File: config.mk
export PLATFORM = sky130hd
export DESIGN_NAME = fp_div_seq_flat
export DESIGN_NICKNAME = d
export VERILOG_FILES = /design/src/rtl/fp_div_seq_if.sv /design/src/rtl/fp_div_seq.sv /design/src/flat_wrapper.sv
export SDC_FILE = /design/constraint.sdc
export NUM_CORES = 1
export LEC_CHECK = 0
export ABC_AREA = 1
export CORE_ASPECT_RATIO = 1.4
export CORE_MARGIN = 2
export CORE_UTILIZATION = 58
export CTS_CLUSTER_SIZE = 40
export DETAILED_ROUTE_END_ITERATION = 10
export GPL_TIMING_DRIVEN = 0
export PLACE_DENSITY = 0.91
export SYNTH_ARGS = -nofsm -noshare
export SYNTH_HDL_FRONTEND = slang
export SYNTH_SLANG_ARGS = --single-unit
File: constraint.sdc
create_clock -name clk -period 4.7 [get_ports clk]
set_input_delay 0.94 -clock clk [delete_from_list [all_inputs] [get_ports clk]]
set_output_delay 0.94 -clock clk [all_outputs]
set_load 0.005 [all_outputs]
File: src/rtl/fp_div_seq_if.sv
// rtl/fp_div_seq_if.sv - request/result bundle for the sequential FP divider
//
// Signals:
//   start          request a division (honoured only when the divider is idle)
//   a, b           IEEE754 single-precision dividend / divisor
//   out            registered quotient, held until the next result
//   busy           high while the iterative divide or normalise step runs
//   done           one-cycle pulse marking out valid
//   check_special  registered: operation was resolved as a special case
interface fp_div_seq_if;
  logic        start;
  logic [31:0] a;
  logic [31:0] b;
  logic [31:0] out;
  logic        busy;
  logic        done;
  logic        check_special;

  modport master (
    output start, a, b,
    input  out, busy, done, check_special
  );

  modport slave (
    input  start, a, b,
    output out, busy, done, check_special
  );
endinterface

File: src/rtl/fp_div_seq.sv
// rtl/fp_div_seq.sv - sequential IEEE754 single-precision divider (restoring, RNE)
//
// Ports:
//   clk   single clock, rising edge
//   rst   asynchronous active-high reset
//   bus   fp_div_seq_if.slave: start/a/b in, out/busy/done/check_special out
//
// Special operands resolve in one cycle (IDLE -> DONE). Normal/normal
// operands run 26 restoring-division steps (DIV), one normalise/round
// cycle (NORM), then a one-cycle DONE. Subnormals are flushed to zero.
module fp_div_seq (
  input  logic         clk,
  input  logic         rst,
  fp_div_seq_if.slave  bus
);

  typedef enum logic [1:0] {IDLE, DIV, NORM, DONE} state_t;

  state_t state, state_nx;

  logic [25:0]        q;
  logic [24:0]        rem;
  logic [23:0]        dvsr;
  logic signed [9:0]  exp_r;
  logic               sign_r;
  logic [4:0]         cnt;
  logic [31:0]        out_r;
  logic               chk_r;

  // Operand classification
  logic a_zero, a_inf, a_nan, b_zero, b_inf, b_nan;
  logic special_hit;
  logic [31:0] special_res;

  always_comb begin
    a_zero = (bus.a[30:23] == 8'h00);
    b_zero = (bus.b[30:23] == 8'h00);
    a_inf  = (bus.a[30:23] == 8'hFF) && (bus.a[22:0] == 23'h0);
    b_inf  = (bus.b[30:23] == 8'hFF) && (bus.b[22:0] == 23'h0);
    a_nan  = (bus.a[30:23] == 8'hFF) && (bus.a[22:0] != 23'h0);
    b_nan  = (bus.b[30:23] == 8'hFF) && (bus.b[22:0] != 23'h0);
    // Anything other than normal/normal is handled without iterating.
    special_hit = a_zero | a_inf | a_nan | b_zero | b_inf | b_nan;

    // Once the NaN-producing combinations are excluded, a zero dividend or
    // an infinite divisor gives zero; everything left (Inf/x, x/0) is Inf.
    if (a_nan || b_nan || (a_zero && b_zero) || (a_inf && b_inf)) begin
      special_res = 32'hFF800001;
    end else if (a_zero || b_inf) begin
      special_res = 32'h00000000;
    end else begin
      special_res = {bus.a[31] ^ bus.b[31], 8'hFF, 23'h0};
    end
  end

  // One restoring step: the partial remainder never exceeds twice the
  // divisor, so 25 bits are enough and the shifted result fits again.
  logic        rem_ge;
  logic [24:0] rem_sub;
  logic [24:0] rem_next;

  always_comb begin
    rem_ge   = (rem >= {1'b0, dvsr});
    rem_sub  = rem_ge ? (rem - {1'b0, dvsr}) : rem;
    rem_next = {rem_sub[23:0], 1'b0};
  end

  // Normalise and round-to-nearest-even from the finished quotient.
  logic [22:0]       mant;
  logic              guard;
  logic              sticky;
  logic              round_up;
  logic [23:0]       mant_r;
  logic signed [9:0] exp_n;
  logic signed [9:0] exp_f;
  logic [31:0]       norm_res;

  always_comb begin
    if (q[25]) begin
      mant   = q[24:2];
      guard  = q[1];
      sticky = q[0] | (rem != 25'h0);
      exp_n  = exp_r;
    end else begin
      mant   = q[23:1];
      guard  = q[0];
      sticky = (rem != 25'h0);
      exp_n  = exp_r - 10'sd1;
    end
    round_up = guard & (sticky | mant[0]);
    mant_r   = {1'b0, mant} + {23'h0, round_up};
    // Rounding carry-out leaves mant_r[22:0] at zero: 1.111.. -> 10.000..
    exp_f    = exp_n + $signed({9'h0, mant_r[23]});
    if (exp_f >= 10'sd255) begin
      norm_res = {sign_r, 8'hFF, 23'h0};
    end else if (exp_f <= 10'sd0) begin
      norm_res = 32'h00000000;
    end else begin
      norm_res = {sign_r, exp_f[7:0], mant_r[22:0]};
    end
  end

  // Next-state logic
  always_comb begin
    state_nx = state;
    case (state)
      IDLE: begin
        if (bus.start) begin
          state_nx = special_hit ? DONE : DIV;
        end
      end
      DIV: begin
        if (cnt == 5'd25) begin
          state_nx = NORM;
        end
      end
      NORM:    state_nx = DONE;
      DONE:    state_nx = IDLE;
      default: state_nx = IDLE;
    endcase
  end

  always_ff @(posedge clk or posedge rst) begin
    if (rst) begin
      state  <= IDLE;
      q      <= 26'h0;
      rem    <= 25'h0;
      dvsr   <= 24'h0;
      exp_r  <= 10'sd0;
      sign_r <= 1'b0;
      cnt    <= 5'd0;
      out_r  <= 32'h0;
      chk_r  <= 1'b0;
    end else begin
      state <= state_nx;
      case (state)
        IDLE: begin
          if (bus.start) begin
            chk_r <= special_hit;
            if (special_hit) begin
              out_r <= special_res;
            end else begin
              sign_r <= bus.a[31] ^ bus.b[31];
              exp_r  <= $signed({2'b00, bus.a[30:23]})
                      - $signed({2'b00, bus.b[30:23]}) + 10'sd127;
              rem    <= {2'b01, bus.a[22:0]};
              dvsr   <= {1'b1, bus.b[22:0]};
              q      <= 26'h0;
              cnt    <= 5'd0;
            end
          end
        end
        DIV: begin
          q   <= {q[24:0], rem_ge};
          rem <= rem_next;
          cnt <= cnt + 5'd1;
        end
        NORM: begin
          out_r <= norm_res;
        end
        default: ;
      endcase
    end
  end

  assign bus.out           = out_r;
  assign bus.check_special = chk_r;
  assign bus.busy          = (state == DIV) || (state == NORM);
  assign bus.done          = (state == DONE);

endmodule

File: src/flat_wrapper.sv
// flat-port wrapper written by rule: the top's interface ports become plain ports
module fp_div_seq_flat 
  (clk, rst, bus_start, bus_a, bus_b, bus_out, bus_busy, bus_done, bus_check_special);
  fp_div_seq_if bus_i ();
  input  logic clk;
  input  logic rst;
  input wire logic [$bits(bus_i.start)-1:0] bus_start;
  input wire logic [$bits(bus_i.a)-1:0] bus_a;
  input wire logic [$bits(bus_i.b)-1:0] bus_b;
  output wire logic [$bits(bus_i.out)-1:0] bus_out;
  output wire logic [$bits(bus_i.busy)-1:0] bus_busy;
  output wire logic [$bits(bus_i.done)-1:0] bus_done;
  output wire logic [$bits(bus_i.check_special)-1:0] bus_check_special;
  assign bus_i.start = bus_start;
  assign bus_i.a = bus_a;
  assign bus_i.b = bus_b;
  assign bus_out = bus_i.out;
  assign bus_busy = bus_i.busy;
  assign bus_done = bus_i.done;
  assign bus_check_special = bus_i.check_special;
  fp_div_seq u_core (.clk(clk), .rst(rst), .bus(bus_i));
endmodule
# Word level (Yosys, flattened, before mapping)
# Cells that the tools add are included.
# Widths: inputs -> output; s select.
# word_totals
register_bits	126
inputBits	67
elab_cells	90
# classes
add_sub_neg	7
magnitude_cmp	3
n_eq_ne	10
n_mux	25
bitwise	10
n_reduce_logical	26
# op_table
operator	n
$mux 32	6
$pmux 32 s2	1
$mux 26	2
$pmux 26 s2	1
$mux 25	2
$pmux 25 s2	1
$logic_not 23->1	2
$reduce_bool 23->1	2
$ge 25x24->1	1
$reduce_bool 25->1	1
$add 23x1->24	1
$mux 24	1
$sub 24x24->24	1
$mux 23	1
$eq 8x8->1 const B	2
$logic_not 8->1	2
$add 10x2->10	1
$add 10x8->10 const B	1
$ge 10x9->1 const B	1
$le 10x1->1 const B	1
$mux 10	1
$mux 5	2
$pmux 5 s2	1
$sub 10x2->10 const B	1
20 further kinds	45

# Logic depth before layout (Yosys ltp)
# depth
word_depth	11
ltp_mapped	31
ltp_nobuf	29

# Worst setup path before layout
# Ideal clock, no wire load.
# synth_timing
path_kind	flip-flop to flip-flop
from	register u_core.q[25]
to	register u_core.out_r[16], in the netlist u_core.bus.out[16]
setup_ns	0.122
arrival_ns	3.264
required_ns	4.578
setup_slack_ns	1.314
path_stages_with_launch	30
path_buffers	3
path_cell_list	dfrtp_1 > buf_6 > buf_6 > nand2_1 > o21ai_0 > nor2_1 > nand2_1 > nor2_1 > nand2_1 > nor3_1 > nand3_1 > nor3_1 > nand3_1 > nor3_1 > ha_1 > ha_1 > nand2_2 > inv_2 > nand2_2 > nor2_2 > nand3_1 > nand2_1 > inv_2 > nor2_1 > nand3_1 > nand2_2 > inv_4 > nand3_4 > buf_6 > o21ai_2
# synth_via
elab_chain_cells	9
elab_cells_between_ends	13
# synth_lines
element	line	source
start: declaration	fp_div_seq.sv:21	logic [25:0] q;
start signal: assignment	fp_div_seq.sv:154	q <= {q[24:0], rem_ge};
$mux 1 / $mux 23 (equally long branches)	fp_div_seq.sv:79	if (q[25]) begin
$or 1x1->1	fp_div_seq.sv:90	round_up = guard & (sticky | mant[0]);
$and 1x1->1	fp_div_seq.sv:90	
$add 23x1->24	fp_div_seq.sv:91	mant_r = {1'b0, mant} + {23'h0, round_up};
$add 10x2->10	fp_div_seq.sv:93	exp_f = exp_n + $signed({9'h0, mant_r[23]});
$le 10x1->1	fp_div_seq.sv:96	end else if (exp_f <= 10'sd0) begin
$mux 32	fp_div_seq.sv:96	
$mux 32 *	fp_div_seq.sv:94	if (exp_f >= 10'sd255) begin
$pmux 32 s2 *	fp_div_seq.sv:136	case (state)
end signal: assignment	fp_div_seq.sv:141	out_r <= special_res;
end signal: assignment	fp_div_seq.sv:159	out_r <= norm_res;
end: declaration	fp_div_seq.sv:27	logic [31:0] out_r;
# Mark *: on every way between the ends. The rest lies on a longest branch, timed or not.
# A chain may end at the register's enable or synchronous reset.

# Worst setup path in the final report
# layout_timing
from	register u_core.q[25]
to	register u_core.out_r[18], in the netlist u_core.bus.out[18]
# The elaborated chain is that of the path after synthesis.

==> results.sh <==
export IMPL_initial_core_util=0.593
export IMPL_cp_arrival_ps=4460
export IMPL_synth_edff_count=0
export IMPL_fin_skew_ps=12.5
export IMPL_grt_max_degree=75
export IMPL_cts_buffers=17
export IMPL_crit_type="flop to flop"
export IMPL_slew_headroom=0.498
export IMPL_placed_area_mm2=0.0102
export IMPL_power_per_cell_area_mw_per_mm2=678
export IMPL_comb_power_share=0.585
export IMPL_die_w_um=109
export IMPL_grtUsageTotal=0.323
export IMPL_vias_per_cell=5.70
export IMPL_yosysTopAreaCell="dfrtp_1"
export IMPL_cts_resized=0
export IMPL_cts_buffer_depth=2
export IMPL_post_cts_setup_buffer_count=0
export IMPL_synth_area_leaders="dfrtp_1 (35%), nand2_1 (11%), inv_1 (6.6%)"
export IMPL_min_period_over_period=0.882
export IMPL_synth_avg_cell_area_um2=7.06
export IMPL_routed_wirelength_um=25100
export IMPL_ant_nets=0
export IMPL_rsz0062_at_grt="no"
export IMPL_path_buf_inv=5
export IMPL_power_switching_mw=3.62
export IMPL_cpMostUsedCell="nand3_1"
export IMPL_io_buffers=101
export IMPL_gp_congestion=0.943
export IMPL_syn_inst=1265
export IMPL_dpl_hpwl_um=18700
export IMPL_grt_pass1_vias=8931
export IMPL_final_cells=1591
export IMPL_setup_viol=0
export IMPL_area_growth_syn_to_layout_pct=21.2
export IMPL_post_route_util=0.719
export IMPL_async_reset_ff_frac=1.00
export IMPL_yosysMostFrequentCell="nand2_1"
export IMPL_drive_gt1_frac=0.0722
export IMPL_pwr_share_seq=0.226
export IMPL_cts_num_sinks=126
export IMPL_cp_depth=27
export IMPL_dpl_cell_count=1559
export IMPL_drv_slew=0
export IMPL_ctsHoldBuffers=0
export IMPL_yosysWarnings=0
export IMPL_hold_class="flop to flop"
export IMPL_highest_layer="met4"
export IMPL_reg2reg_depth=27
export IMPL_irDropWorstVdd_mv=0.378
export IMPL_yosys_top_cells_count="nand2_1 (255), inv_1 (158), nor2_1 (151)"
export IMPL_dieArea_mm2=0.0164
export IMPL_clock_power_share=0.189
export IMPL_design_area_mm2=0.0108
export IMPL_cp_start_kind="flop"
export IMPL_pin_count=102
export IMPL_max_freq_ghz=0.241
export IMPL_yosysSeqAreaShare=0.353
export IMPL_insertion_delay_ps=430
export IMPL_crit_path_end_kind="flop"
export IMPL_slowest_delay_ps=340
export IMPL_syn_nets=1378
export IMPL_synth_seq_cells=126
export IMPL_synth_area_mm2=0.00893
export IMPL_ys_types=41
export IMPL_crit_family="simple AND/OR/NAND/NOR gates"
export IMPL_finalHoldViolations=0
export IMPL_cts_tree="yes"
export IMPL_status="finished clean"
export IMPL_synth_top_cell_area_share=0.353
export IMPL_fin_nets=1499
export IMPL_timing_final_crit_period_ps=4140
export IMPL_drt_iter0_markers=699
export IMPL_crit_slowest_cell="dfrtp_1"
export IMPL_die_height_um=151
export IMPL_timing_hold_ws_ps=479
export IMPL_path_max_fanout=10
export IMPL_root_buffer="clkbuf_16"
export IMPL_worst_pin_slew_ps=748
export IMPL_post_drt_wl_per_cell_um=15.8
export IMPL_swShare=0.493
export IMPL_whs_path_depth=2
export IMPL_coreArea_mm2=0.0151
export IMPL_dr_wl_met3_um=1530
export IMPL_met1_length_um=8960
export IMPL_overflow=0
export IMPL_drc_errors=0
export IMPL_antenna_found_initial=0
export IMPL_met2WireLength_um=13200
export IMPL_ys_flop_type="dfrtp_1"
export IMPL_path_clk_slew_ps=60
export IMPL_antennaDiodeCount=0
export IMPL_htreeDepth=4
export IMPL_core_rowCount=53
export IMPL_grt_first_pass_wirelength_um=41400
export IMPL_drv_cap=0
export IMPL_total_leakage_power_nw=4.85
export IMPL_p_int_mw=3.72
export IMPL_first_pass_iters=5
export IMPL_cp_required_ps=5010
export IMPL_vias=9072
-- metrics by stage --
step,worst slack (ps),TNS [ps],power (mW)
finish,557,0,7.34
global route,122,0,7.91
CTS,599,0,7.23
detailed placement,640,0,5.79
global placement,-1130,-141000,5.66
floorplan,404,0,4.65
-- path summary, 6_finish.rpt --
check | from | to | slack [ps]
min | u_core.bus.out[16]$_DFFE_PP0P_ | u_core.bus.out[16]$_DFFE_PP0P_ | 480
max | u_core.q[25]$_DFFE_PP0P_ | u_core.bus.out[18]$_DFFE_PP0P_ | 560
min reg2reg | u_core.bus.out[16]$_DFFE_PP0P_ | u_core.bus.out[16]$_DFFE_PP0P_ | 480
min in group asynchronous | rst | u_core.q[7]$_DFFE_PP0P_ | 920
max in group asynchronous | rst | u_core.exp_r[8]$_DFFE_PP0P_ | 3060
max reg2reg | u_core.q[25]$_DFFE_PP0P_ | u_core.bus.out[18]$_DFFE_PP0P_ | 560
-- worst register-to-register path: stages, from the launching register on --
cell	delay (ps)
dfrtp_1	340
buf_6	170
buf_2	250
o21ai_0	180
nor2_1	180
nand2_1	70
nor2_1	170
nand2_1	110
nor3_1	160
nand3_1	140
nor3_1	180
nand3_1	100
nor3_1	190
ha_1	250
inv_1	90
nor2_2	150
nand2_1	100
nor2_2	140
nand3_1	80
nand2_1	120
nand3_1	80
nor2_1	90
nand3_1	110
nand2_2	130
inv_4	70
nand3_4	110
buf_6	190
o21ai_2	70
-- metal layers --
layer,vias to the layer above,global-route usage
li1,4417,-
met1,4145,0.345
met2,398,0.589
met3,112,0.0478
met4,0,0.197
met5,-,0
-- sequential cells by signal, indices dropped and copies added (netlist names), 2 cells and up --
register,cells
u_core.bus.out,32
u_core.exp_r,10
u_core.cnt,5
u_core.dvsr,24
u_core.rem,25
u_core.q,26
u_core.state,2
-- layout make-up --
class                      instances  area (um^2)
timing repair buffer             102         1040
tap                              192          240
fill                            1184         4230
buffer                            36          184
clock inverter                    15          183
multi-input combinational        933         4950
clock buffer                      17          425
inverter                         170          648
sequential                       126         3150
-- cells in the final DEF, fill, tap and decap left out, drive strengths merged --
cell type and count:
fa 2, nand3b 4, nand2 264, clkinvlp 1
a21boi 2, o21ai 126, nor3 20, bufinv 3
o311ai 2, ha 44, clkinv 6, nor4 11
o22ai 27, a21oi 110, a21o 3, dfrtp 126
nand3 66, a31oi 1, clkbuf 34, nor2 162
xnor2 12, xor2 34, clkdlybuf4s50 101, buf 20
or2 7, o211ai 8, inv 175, o21bai 5
nand4 21, nor3b 2
-- logic make-up (layout without fill, tap and decap cells) --
logic type                 count (synthesis)  after routing  share of synthesized area
DFF                                      126            126                      0.353
and+or+nand+nor                          557            557                      0.269
buffers and inverters                    206            340                     0.0926
AOI/OAI and AO/OA                        284            284                      0.174
xor gates and xnor gates                  46             46                     0.0451
adders and majority gates                 46             46                     0.0661
-- power groups by stage --
stage	sequential, mW	clock, mW	combinational, mW
2_1_floorplan	1.60	0	3.05
3_3_place_gp	1.64	0	4.02
3_5_place_dp	1.66	0	4.13
6_report	1.66	1.39	4.29
5_1_grt	1.69	1.43	4.79
4_1_cts	1.65	1.38	4.21
(Power assumes the default switching activity.)
